[config.mk]
export PLATFORM = sky130hd
export DESIGN_NAME = adder_seq_ctrl_flat
export DESIGN_NICKNAME = d
export VERILOG_FILES = /design/src/rtl/adder_seq_ctrl_pkg.sv /design/src/rtl/adder_seq_ctrl_if.sv /design/src/rtl/adder_seq_ctrl_slice_adder6.sv /design/src/rtl/adder_seq_ctrl.sv /design/src/flat_wrapper.sv
export SDC_FILE = /design/constraint.sdc
export NUM_CORES = 1
export LEC_CHECK = 0
export CORE_MARGIN = 4
export CORE_UTILIZATION = 25
export DETAILED_ROUTE_END_ITERATION = 10
export PLACE_DENSITY_LB_ADDON = 0.05
export SLEW_MARGIN = 20
export SYNTH_ARGS = -nofsm -noshare
export SYNTH_HDL_FRONTEND = slang
export SYNTH_SLANG_ARGS = --single-unit
[constraint.sdc]
create_clock -name clk -period 6.7 [get_ports clk]
set_input_delay 1.34 -clock clk [delete_from_list [all_inputs] [get_ports clk]]
set_output_delay 1.34 -clock clk [all_outputs]
set_load 0.05 [all_outputs]
[src/rtl/adder_seq_ctrl_pkg.sv]
// ============================================================================
//  Module      : adder_seq_pkg
//  Description : Shared types, slice width and saturation helpers for the
//                sequential multi-precision adder.
//  Revision    : 1.0 - initial release
// ============================================================================
`default_nettype none

package adder_seq_pkg;

   localparam int SLICE_W = 6;
   localparam int MAX_W   = SLICE_W * 64;

   typedef enum logic [1:0] {
      IDLE = 2'd0,
      RUN  = 2'd1,
      DONE = 2'd2
   } state_t;

   // Largest positive two's-complement value of width w, zero-extended to MAX_W
   function automatic logic [MAX_W-1:0] sat_max(input int w);
      logic [MAX_W-1:0] v;
      v = '0;
      for (int i = 0; i < MAX_W; i++) begin
         if (i < w - 1) v[i] = 1'b1;
      end
      return v;
   endfunction

   // Most negative two's-complement value of width w, zero-extended to MAX_W
   function automatic logic [MAX_W-1:0] sat_min(input int w);
      logic [MAX_W-1:0] v;
      v = '0;
      for (int i = 0; i < MAX_W; i++) begin
         if (i == w - 1) v[i] = 1'b1;
      end
      return v;
   endfunction

endpackage

`default_nettype wire

[src/rtl/adder_seq_ctrl_if.sv]
// ============================================================================
//  Module      : adder_seq_ctrl_if
//  Description : Request/response handshake bundle for adder_seq_ctrl.
//  Revision    : 1.0 - initial release
// ============================================================================
`default_nettype none

interface adder_seq_ctrl_if #(
   parameter int SLICES = 4
);
   localparam int W = 6 * SLICES;

   logic         in_valid;
   logic         in_ready;
   logic [W-1:0] a;
   logic [W-1:0] b;
   logic         sub;
   logic         out_valid;
   logic         out_ready;
   logic [W-1:0] result;
   logic         c_out;
   logic         overflow;
   logic         busy;

   modport master (
      output in_valid, a, b, sub, out_ready,
      input  in_ready, out_valid, result, c_out, overflow, busy
   );

   modport slave (
      input  in_valid, a, b, sub, out_ready,
      output in_ready, out_valid, result, c_out, overflow, busy
   );

endinterface

`default_nettype wire

[src/rtl/adder_seq_ctrl_slice_adder6.sv]
// ============================================================================
//  Module      : slice_adder6
//  Description : 6-bit ripple-carry adder exposing the carry into the MSB
//                so the caller can form signed overflow.
//  Revision    : 1.0 - initial release
// ============================================================================
`default_nettype none

module slice_adder6
   import adder_seq_pkg::*;
(
   input  wire logic [SLICE_W-1:0] x,
   input  wire logic [SLICE_W-1:0] y,
   input  wire logic               c_in,
   output logic      [SLICE_W-1:0] sum,
   output logic                    c_out,
   output logic                    c_pen
);

   logic [SLICE_W:0] w_c;

   assign w_c[0] = c_in;

   for (genvar i = 0; i < SLICE_W; i++) begin : g_bit
      assign sum[i]   = x[i] ^ y[i] ^ w_c[i];
      assign w_c[i+1] = (x[i] & y[i]) | (w_c[i] & (x[i] ^ y[i]));
   end

   assign c_out = w_c[SLICE_W];
   assign c_pen = w_c[SLICE_W-1];

endmodule

`default_nettype wire

[src/rtl/adder_seq_ctrl.sv]
// ============================================================================
//  Module      : adder_seq_ctrl
//  Description : Wide add/subtract built from one 6-bit slice adder, one
//                slice per clock, LSB first. Optional ADDER_SEQ_SAT_EN
//                replaces overflowing results with signed saturation.
//  Revision    : 1.0 - initial release
// ============================================================================
`default_nettype none

module adder_seq_ctrl
   import adder_seq_pkg::*;
#(
   parameter int SLICES = 4
) (
   input  wire logic          clk,
   input  wire logic          rst_n,
   adder_seq_ctrl_if.slave    bus
);

   localparam int W  = SLICE_W * SLICES;
   localparam int CW = $clog2(SLICES);

   state_t               r_state;
   logic [W-1:0]         r_a;
   logic [W-1:0]         r_b;
   logic [W-1:0]         r_result;
   logic                 r_carry;
   logic                 r_c_out;
   logic                 r_ovf;
   logic [CW-1:0]        r_cnt;

   logic [SLICE_W-1:0]   w_x;
   logic [SLICE_W-1:0]   w_y;
   logic [SLICE_W-1:0]   w_sum;
   logic                 w_c_out;
   logic                 w_c_pen;
   logic                 w_last;

   assign w_x    = r_a[r_cnt*SLICE_W +: SLICE_W];
   assign w_y    = r_b[r_cnt*SLICE_W +: SLICE_W];
   assign w_last = (r_cnt == CW'(SLICES - 1));

   slice_adder6 u_slice (
      .x     (w_x),
      .y     (w_y),
      .c_in  (r_carry),
      .sum   (w_sum),
      .c_out (w_c_out),
      .c_pen (w_c_pen)
   );

   always_ff @(posedge clk or negedge rst_n) begin
      if (!rst_n) begin
         r_state  <= IDLE;
         r_a      <= '0;
         r_b      <= '0;
         r_result <= '0;
         r_carry  <= 1'b0;
         r_c_out  <= 1'b0;
         r_ovf    <= 1'b0;
         r_cnt    <= '0;
      end else begin
         case (r_state)
            IDLE: begin
               if (bus.in_valid) begin
                  // Subtract is A + ~B + 1; the +1 rides in as the first carry
                  r_a     <= bus.a;
                  r_b     <= bus.sub ? ~bus.b : bus.b;
                  r_carry <= bus.sub;
                  r_cnt   <= '0;
                  r_state <= RUN;
               end
            end
            RUN: begin
               r_result[r_cnt*SLICE_W +: SLICE_W] <= w_sum;
               r_carry <= w_c_out;
               r_cnt   <= r_cnt + 1'b1;
               if (w_last) begin
                  r_c_out <= w_c_out;
                  r_ovf   <= w_c_out ^ w_c_pen;
                  r_state <= DONE;
`ifdef ADDER_SEQ_SAT_EN
                  // Full-width overwrite takes precedence over the slice write
                  if (w_c_out ^ w_c_pen) begin
                     r_result <= r_a[W-1] ? W'(sat_min(W)) : W'(sat_max(W));
                  end
`endif
               end
            end
            DONE: begin
               if (bus.out_ready) r_state <= IDLE;
            end
            default: r_state <= IDLE;
         endcase
      end
   end

   assign bus.in_ready  = (r_state == IDLE);
   assign bus.out_valid = (r_state == DONE);
   assign bus.busy      = (r_state != IDLE);
   assign bus.result    = r_result;
   assign bus.c_out     = r_c_out;
   assign bus.overflow  = r_ovf;

endmodule

`default_nettype wire

[src/flat_wrapper.sv]
// flat-port wrapper written by rule: the top's interface ports become plain ports
module adder_seq_ctrl_flat import adder_seq_pkg::*;
#(
   parameter int SLICES = 4
)
  (clk, rst_n, bus_in_valid, bus_a, bus_b, bus_sub, bus_out_ready, bus_in_ready, bus_out_valid, bus_result, bus_c_out, bus_overflow, bus_busy);
  adder_seq_ctrl_if #(.SLICES(SLICES)) bus_i ();
  input  wire logic clk;
  input  wire logic rst_n;
  input wire logic [$bits(bus_i.in_valid)-1:0] bus_in_valid;
  input wire logic [$bits(bus_i.a)-1:0] bus_a;
  input wire logic [$bits(bus_i.b)-1:0] bus_b;
  input wire logic [$bits(bus_i.sub)-1:0] bus_sub;
  input wire logic [$bits(bus_i.out_ready)-1:0] bus_out_ready;
  output wire logic [$bits(bus_i.in_ready)-1:0] bus_in_ready;
  output wire logic [$bits(bus_i.out_valid)-1:0] bus_out_valid;
  output wire logic [$bits(bus_i.result)-1:0] bus_result;
  output wire logic [$bits(bus_i.c_out)-1:0] bus_c_out;
  output wire logic [$bits(bus_i.overflow)-1:0] bus_overflow;
  output wire logic [$bits(bus_i.busy)-1:0] bus_busy;
  assign bus_i.in_valid = bus_in_valid;
  assign bus_i.a = bus_a;
  assign bus_i.b = bus_b;
  assign bus_i.sub = bus_sub;
  assign bus_i.out_ready = bus_out_ready;
  assign bus_in_ready = bus_i.in_ready;
  assign bus_out_valid = bus_i.out_valid;
  assign bus_result = bus_i.result;
  assign bus_c_out = bus_i.c_out;
  assign bus_overflow = bus_i.overflow;
  assign bus_busy = bus_i.busy;
  adder_seq_ctrl #(.SLICES(SLICES)) u_core (.clk(clk), .rst_n(rst_n), .bus(bus_i));
endmodule
* Word level (Yosys, flattened, before mapping)
Index checks and enable logic that the tools add are counted.
** Cells by class
- $add $sub $neg :: 2
- $mul :: 1
- Equality and inequality tests :: 6
- Shift operators :: 4
- Mux-type cells :: 10
- Bitwise gates (word level) :: 32
- Reductions and logical operators :: 7
** Operators by type and width (count)
- $shiftx 24x6->6 :: 2
- $neg 5->34 :: 1
- $shift 6x34->24 const A :: 1
- $shiftx 6x34->24 :: 1
- $bwmux 24 :: 1
- $mux 24 :: 1
- $not 24->24 :: 1
- $xor 1x1->1 :: 13
- $and 1x1->1 :: 12
- $mux 2 :: 4
- $or 1x1->1 :: 6
- $pmux 2 s3 :: 1
- $reduce_and 2->1 :: 3
- $eq 2x2->1 const B :: 2
- $mul 2x2->4 const B :: 1
- $ne 2x2->1 const B :: 2
- $pmux 2 s2 :: 1
- $reduce_bool 2->1 :: 2
- $reduce_and 3->1 :: 1
- $add 2x1->2 const B :: 1
- $eq 2x1->1 const B :: 1
- $logic_not 2->1 :: 1
- $ne 2x1->1 const B :: 1
- $pmux 1 s2 :: 1
- $mux 1 :: 1
** Word-level totals
- Register bits after elaboration :: 79
- Input port bits :: 53

* Longest topological paths before layout
Gate-level depths: netlist of the first run.
- Depth in word-level cells :: 16
- Mapped depth :: 11

* By module
From an unflattened synthesis of the first run, not the netlist that was laid out.
** Second synthesis, totals
- Cell total of the unflattened synthesis :: 317
- Area total of the unflattened synthesis :: 3819.9 sq um
** Modules (own cells, without submodules)
- adder_seq_ctrl :: instances 1, cells each 301, area each 3662.3 sq um
- slice_adder6 :: instances 1, cells each 16, area each 157.7 sq um

* Worst setup path after synthesis of the first run
OpenSTA, ideal clock, no wires.
- Path type :: register to register
- Start point :: register u_core.r_cnt[0]
- End point :: register u_core.r_result[9], in the netlist u_core.bus.result[9]
- Library setup time :: 0.122 ns
- Data arrival time :: 4.105 ns
- Slack :: 2.473 ns
- Cell stages (with the launch flop) :: 12
- Path buffers :: 1
- Period minus slack after synthesis :: 4.227 ns
- Cell sequence :: dfrtp_1 buf_4 mux4_2 fa_1 fa_1 fa_1 fa_1 fa_1 fa_1 mux2i_1 nand2_1 a32o_1
** On the way
- Cells in the longest elaborated chain, start to end :: 16
- Elaborated cells on any way between the ends :: 34
- Those cells by class :: add/sub: 1; mul: 1; shift: 4; mux: 1; bitwise: 27
** Ends and longest elaborated chain
- from (decl) :: line adder_seq_ctrl.sv:30 : logic [CW-1:0] r_cnt;
- from (signal assigned) :: line adder_seq_ctrl.sv:77 : r_cnt <= r_cnt + 1'b1;
- $mul 2x2->4 * :: line adder_seq_ctrl.sv:39, adder_seq_ctrl.sv:40, adder_seq_ctrl.sv:75
- $shiftx 24x6->6 (on tied branches) :: line adder_seq_ctrl.sv:39, adder_seq_ctrl.sv:40
- $xor 1x1->1 :: line adder_seq_ctrl_slice_adder6.sv:25, adder_seq_ctrl_slice_adder6.sv:26
- $and 1x1->1 :: line adder_seq_ctrl_slice_adder6.sv:26 : assign w_c[i+1] = (x[i] & y[i]) | (w_c[i] & (x[i] ^ y[i]));
- $or 1x1->1 :: line adder_seq_ctrl_slice_adder6.sv:26
- $and 1x1->1 :: line adder_seq_ctrl_slice_adder6.sv:26
- $or 1x1->1 :: line adder_seq_ctrl_slice_adder6.sv:26
- $and 1x1->1 :: line adder_seq_ctrl_slice_adder6.sv:26
- $or 1x1->1 :: line adder_seq_ctrl_slice_adder6.sv:26
- $and 1x1->1 :: line adder_seq_ctrl_slice_adder6.sv:26
- $or 1x1->1 :: line adder_seq_ctrl_slice_adder6.sv:26
- $and 1x1->1 :: line adder_seq_ctrl_slice_adder6.sv:26
- $or 1x1->1 :: line adder_seq_ctrl_slice_adder6.sv:26
- $xor 1x1->1 :: line adder_seq_ctrl_slice_adder6.sv:25 : assign sum[i] = x[i] ^ y[i] ^ w_c[i];
- $shiftx 6x34->24 :: line adder_seq_ctrl.sv:75 : r_result[r_cnt*SLICE_W +: SLICE_W] <= w_sum;
- $bwmux 24 * :: line adder_seq_ctrl.sv:75
- to (signal, indexed assignment) :: line adder_seq_ctrl.sv:75
- to (decl) :: line adder_seq_ctrl.sv:26 : logic [W-1:0] r_result;
Mark *: on every way between the ends. The rest lies on a longest branch, timed or not.
A chain may end at the register's enable or synchronous reset.

* Worst setup path after layout of the first run
Ends and elaborated chain as after synthesis.

==> results of run 1 <==
[flip-flops by register name, summed over array words and instances (netlist names)]
register	count
u_core.bus.c_out	1
u_core.r_b	24
u_core.bus.overflow	1
u_core.r_carry	1
u_core.bus.result	24
u_core.r_a	24
u_core.r_state	2
u_core.r_cnt	2
[cell families (layout without fill, tap and decap cells)]
kind of cell             count (synthesis)  after routing
AO/OA/AOI/OAI                           57             57
adder cells (fa/ha/maj)                 12             12
XOR/XNOR                                25             25
buffers and inverters                   24            104
AND/OR/NAND/NOR                         73             73
flip-flops                              79             79
multiplexers                            45             45
[path summary, 6_finish.rpt]
check,to,startpoint,cells past startpoint
setup / recovery,u_core.bus.result[9],u_core.r_cnt[0],10
hold / removal,u_core.bus.result[21],u_core.bus.result[21],2
setup reg to reg,u_core.bus.result[9],u_core.r_cnt[0],10
hold reg to reg,u_core.bus.result[21],u_core.bus.result[21],2
max in group asynchronous,u_core.bus.c_out,rst_n,1
min in group asynchronous,u_core.bus.result[15],rst_n,1
[cell type report]
cell class	instances	area share (%)
Sequential cell	79	36.99
Inverter	4	0.2809
Clock buffer	12	4.611
Multi-Input combinational cell	212	36.05
Clock inverter	3	1.264
Timing Repair Buffer	85	15.75
Tap cell	216	5.056
[critical path, stage by stage, from the launching register on]
cell,delay [ns]
dfrtp_1,0.69
buf_4,0.44
mux4_2,0.58
fa_1,0.44
fa_1,0.38
fa_1,0.41
fa_1,0.44
fa_1,0.57
mux2i_1,0.20
nand2_1,0.08
a32o_1,0.25
[metal layers]
layer	wire [microns]	vias to the layer above
met5	0	-
met4	212	0
met3	404	14
met2	5033	57
met1	4275	1323
li1	-	1279
[stage by stage]
stage                     util [%]  cells
after floorplan                  -    315
after global placement       31.53    596
after detailed placement     31.53    596
after CTS                    33.50    611
after global routing         33.53    611
final                        33.53    611
[layout by cell type, fill, tap and decap left out, drive strengths merged]
| master | instances |
|---|---|
| ha | 6 |
| bufinv | 2 |
| o211ai | 2 |
| nand2b | 3 |
| inv | 4 |
| dfrtp | 79 |
| a21oi | 25 |
| o21ai | 8 |
| nor2 | 27 |
| nand2 | 18 |
| mux2 | 26 |
| fa | 6 |
| mux4 | 12 |
| o31ai | 4 |
| or2 | 1 |
| buf | 5 |
| xnor2 | 25 |
| nand3b | 6 |
| nor3b | 1 |
| nor4b | 2 |
| a22o | 13 |
| o21bai | 1 |
| clkinvlp | 1 |
| clkbuf | 12 |
| and3b | 1 |
| a32o | 3 |
| nor3 | 3 |
| clkdlybuf4s50 | 80 |
| a22oi | 1 |
| mux2i | 7 |
| nor2b | 4 |
| nand3 | 6 |
| or4 | 1 |
==> impl_metrics.env, run 1 <==
export IMPL_drt_iter0_drc=75
export IMPL_synth_edff_count=0
export IMPL_synth_common_cells="79 x dfrtp_1, 27 x nor2_1, 25 x a21oi_1, 25 x xnor2_1, 20 x mux2_4"
export IMPL_num_vias=2673
export IMPL_gr_usage_met3_pct=3.269
export IMPL_met2_usage_pct=18.72
export IMPL_netlist_top_cells_area="dfrtp_1 49%, mux2_4 7.4%, mux4_2 6.6%"
export IMPL_die_width_microns=135.6
export IMPL_synth_most_common_cell="dfrtp_1"
export IMPL_area_growth_pct=31.24
export IMPL_slew_headroom_pct=41.40
export IMPL_insertion_delay_ns=0.34
export IMPL_dpl_instance_area_sq_um=5027
export IMPL_final_area_sq_um=5345
export IMPL_core_area_sq_um=15940
export IMPL_setup_ws_ns=2.109
export IMPL_yosysTopAreaCellShare_pct=48.54
export IMPL_ys_types=39
export IMPL_critPathLaunchType="register"
export IMPL_fin_skew_ns=0.007816
export IMPL_synthMuxAreaShare_pct=17.39
export IMPL_tightest_slew_ns=0.8790
export IMPL_chipHeight_microns=135.6
export IMPL_dr_pass1_iters=4
export IMPL_post_route_min_period_ns=4.591
export IMPL_synth_simple_area_share_pct=10.35
export IMPL_async_flop_share_pct=100.0
export IMPL_fin_nets=456
export IMPL_yosysWarnings=0
export IMPL_synth_compound_area_share_pct=9.247
export IMPL_ios=82
export IMPL_detail_route_vias_per_cell=4.375
export IMPL_fill_cells=1611
export IMPL_die_area_sq_um=18400
export IMPL_ys_ff_latch=79
export IMPL_arrival_ns=4.82
export IMPL_dp_slack_ns=2.085
export IMPL_avgSynthCellArea_sq_um=12.93
export IMPL_grt_max_degree=80
export IMPL_grt_usage_pct=11.53
export IMPL_finalHoldViolations=0
export IMPL_synth_top_area_cell="dfrtp_1"
export IMPL_crit_type="reg2reg"
export IMPL_setup_violations=0
export IMPL_outcome="finished, final reports clean"
export IMPL_grt_pass1_wl_mm=15.97
export IMPL_syn_nets=380
export IMPL_drv_slew=0
export IMPL_synthAdderAreaFrac_pct=4.793
export IMPL_postCtsHoldBufs=0
export IMPL_fmax_mhz=217.8
export IMPL_worstPathRequired_ns=6.93
export IMPL_syn_inst=315
export IMPL_rsz0062_at_grt="false"
export IMPL_h_tree_depth=3
export IMPL_synth_xor_area_share_pct=5.376
export IMPL_routedWlPerCell_microns=16.25
export IMPL_maxCapViolations=0
export IMPL_fin_worst_hold_slack_ns=0.4667
export IMPL_cts_buffers_inserted=9
export IMPL_postRouteAntennaNets=0
export IMPL_overflow=0
export IMPL_cts_tree="yes"
export IMPL_antenna_found_initial=0
export IMPL_finalCritPeriodShare_pct=68.52
export IMPL_worstHoldPathType="reg2reg"
export IMPL_drc_errors=0
export IMPL_top_usage_layer="met2"
export IMPL_synthFlopType="dfrtp_1"
export IMPL_grt_pass1_vias=2869
export IMPL_grtUsageMet1_pct=14.25
export IMPL_post_cts_buffers=0
export IMPL_wirelength_mm=9.926
export IMPL_clk_path_buf_depth=2
export IMPL_cts_resized=0
export IMPL_portBuffers=81
export IMPL_rows=46
export IMPL_clk_pin_slew_ns=0.06
export IMPL_initial_core_util_pct=25.55
export IMPL_cts_sinks=79
export IMPL_root_buffer="clkbuf_16"
export IMPL_multiInputGateArea_sq_um=1927
export IMPL_cp_end_kind="register"
export IMPL_drive_gt1_share_pct=17.22
export IMPL_seq_area_sq_um=1977
export IMPL_yosysSeqAreaShare_pct=48.54
export IMPL_synth_area_sq_um=4073
export IMPL_synth_top_family_by_area="multiplexers"
export IMPL_r2r_slack_ns=2.11
export IMPL_critPathMaxFanout=22
export IMPL_fin_tns_setup_ns=0
export IMPL_place_hpwl_mm=7.156
export IMPL_diodes=0
export IMPL_place_congestion=0.7181
Power of run 1 is left out: the tool's default activity adds up to more than one toggle a clock period on the data nets, which glitch-free logic cannot reach.
==> run 2, diff against run 1 <==
- clock period: 6.7 -> 4.7 ns (I/O delays scaled with it)
==> run 2 against run 1 <==
Against the previous run: clock-buffer cell count fell by 1; flip-flop and latch count stayed put; non-clock buffer count increased by 3; clock skew shrank 0.0013 ns; routed wire length rose by 1.3%; global-route usage grew 0.18 points; hold slack better by 0.0021 ns; critical endpoint unchanged.
==> impl_metrics.env, run 2 (synthesized netlist as in run 1, its figures left out) <==
export IMPL_p_total_mw=4.810
export IMPL_crit_buf_inv=0
export IMPL_post_cts_buffers=0
export IMPL_seqPwrFrac_pct=25.3
export IMPL_cts_tree="yes"
export IMPL_fin_util_pct=33.79
export IMPL_setup_violations=0
export IMPL_post_route_min_period_ns=4.222
export IMPL_ios=82
export IMPL_intPower_mw=2.693
export IMPL_diodes=0
export IMPL_dr_pass1_iters=4
export IMPL_drc_errors=0
export IMPL_cts_resized=0
export IMPL_drive_gt1_share_pct=18.30
export IMPL_crit_type="reg2reg"
export IMPL_layout_commonest_cell="clkdlybuf4s50_1"
export IMPL_cp_end_kind="register"
export IMPL_path_cells="mux4_2 -> fa_1 -> fa_1 -> fa_1 -> fa_1 -> fa_1 -> fa_1 -> mux2i_1 -> nand2_1 -> a32o_1"
export IMPL_detail_route_vias_per_cell=4.307
export IMPL_finalHoldViolations=0
export IMPL_portBuffers=81
export IMPL_die_width_microns=135.6
export IMPL_p_clk_share_pct=15.7
export IMPL_tightest_slew_ns=0.6546
export IMPL_p_leak_nw=2.191
export IMPL_cpLargestDelayFamily="adder cells"
export IMPL_max_stage_delay_ns=0.58
export IMPL_finalCritPeriodShare_pct=89.84
export IMPL_rsz0062_at_grt="false"
export IMPL_place_congestion=0.7379
export IMPL_antenna_found_initial=0
export IMPL_root_buffer="clkbuf_16"
export IMPL_fin_skew_ns=0.006498
export IMPL_fin_nets=459
export IMPL_worstHoldPathType="reg2reg"
export IMPL_slowest_stage="fa_1"
export IMPL_initial_core_util_pct=25.55
export IMPL_path_depth=10
export IMPL_core_area_sq_um=15940
export IMPL_maxCapViolations=0
export IMPL_cts_sinks=79
export IMPL_place_hpwl_mm=7.390
export IMPL_h_tree_depth=3
export IMPL_wirelength_mm=10.06
export IMPL_critPathMaxFanout=6
export IMPL_grt_pass1_vias=2916
export IMPL_num_vias=2649
export IMPL_combPwrFrac_pct=59.0
export IMPL_fin_tns_setup_ns=0
export IMPL_grt_usage_pct=11.71
export IMPL_fmax_mhz=236.8
export IMPL_worstRegToRegCells=10
export IMPL_routedWlPerCell_microns=16.36
export IMPL_arrival_ns=4.45
export IMPL_worstPathRequired_ns=4.93
export IMPL_drt_iter0_drc=84
export IMPL_postCtsHoldBufs=0
export IMPL_clk_path_buf_depth=2
export IMPL_p_per_area_nw_per_um2=893.0
export IMPL_switching_share_pct=44.02
export IMPL_path_common_cell="fa_1"
export IMPL_grt_max_degree=73
export IMPL_rows=46
export IMPL_clk_pin_slew_ns=0.06
export IMPL_switchingPower_mw=2.118
export IMPL_mostFrequentLayoutCells="80 x clkdlybuf4s50_1, 79 x dfrtp_1, 27 x nor2_1, 25 x xnor2_1, 25 x a21oi_1"
export IMPL_ir_drop_mv=0.5681
export IMPL_area_growth_pct=32.26
export IMPL_die_area_sq_um=18400
export IMPL_drv_slew=0
export IMPL_fin_worst_hold_slack_ns=0.4688
export IMPL_critPathLaunchType="register"
export IMPL_postRouteAntennaNets=0
export IMPL_hold_depth=2
export IMPL_cts_buffers_inserted=9
export IMPL_chipHeight_microns=135.6
export IMPL_slew_headroom_pct=56.36
export IMPL_insertion_delay_ns=0.34
export IMPL_outcome="finished, final reports clean"
export IMPL_overflow=0
export IMPL_grt_pass1_wl_mm=16.26
-- run 2: changes by cell type in the layout (fill, tap and decap cells not counted) --
cell,change
buf_12,+1
clkinv_2,+1
clkinv_4,+1
clkbuf_1,-1
buf_4,+3
buf_6,-1
-- run 2: through the flow --
step / setup slack [ns] / std cells / instance area [sq um]
6_report: 0.4775 / 615 / 5386
3_5_place_dp: 0.4680 / 599 / 5062
2_1_floorplan: 0.4734 / 315 / 4073
5_1_grt: 0.2513 / 615 / 5386
4_1_cts: 0.4567 / 615 / 5386
3_3_place_gp: 0.4940 / 599 / 5062
-- run 2: final timing paths --
path / start / to / slack [ns]
min: u_core.bus.result[20] / u_core.bus.result[20] / 0.47
min reg2reg: u_core.bus.result[20] / u_core.bus.result[20] / 0.47
max: u_core.r_cnt[0] / u_core.bus.result[9] / 0.48
max in group asynchronous: rst_n / u_core.r_a[6] / 3.21
max reg2reg: u_core.r_cnt[0] / u_core.bus.result[9] / 0.48
min in group asynchronous: rst_n / u_core.bus.result[14] / 0.63
-- run 2: routing by layer --
layer | up-vias | part of all wire, % | GRT usage (%) | routed length, microns
li1 | 1281 | - | - | -
met3 | 8 | 4.2 | 3.269 | 427
met1 | 1304 | 43 | 14.65 | 4340
met4 | 0 | 1.6 | 4.199 | 162
met5 | - | 0 | 0 | 0
met2 | 56 | 51 | 19.39 | 5130
-- run 2: worst min-delay path: cells and delay by family, from the launching register on --
kind	cells	cell delay, ns
flops	1	0.34
simple gates	2	0.10
-- run 2: cell type report --
cell class	instances	area (sq um)
inverter	4	15.01
tap	216	270.3
fill	1593	10560
clock buffer	11	242.7
clock inverter	5	81.33
timing repair buffer	88	873.3
sequential	79	1977
multi-input combinational	212	1927
-- run 2: power by group through the flow --
stage / registers, mW / logic [mW] / clock network [mW]
floorplan: 1.44 / 1.81 / 0
global placement: 1.24 / 2.88 / 0
detailed placement: 1.24 / 2.88 / 0
CTS: 1.23 / 2.90 / 0.785
global route: 1.27 / 3.08 / 0.814
finish: 1.22 / 2.84 / 0.754
Note: power is estimated with default switching activity, not from simulation.
==> run 3, diff against run 2 <==
- CAP_MARGIN: default -> 20
- SETUP_SLACK_MARGIN: default -> 0.1
==> results of run 3 <==
The final DEF is identical to that of run 2; final timing and power are the same.
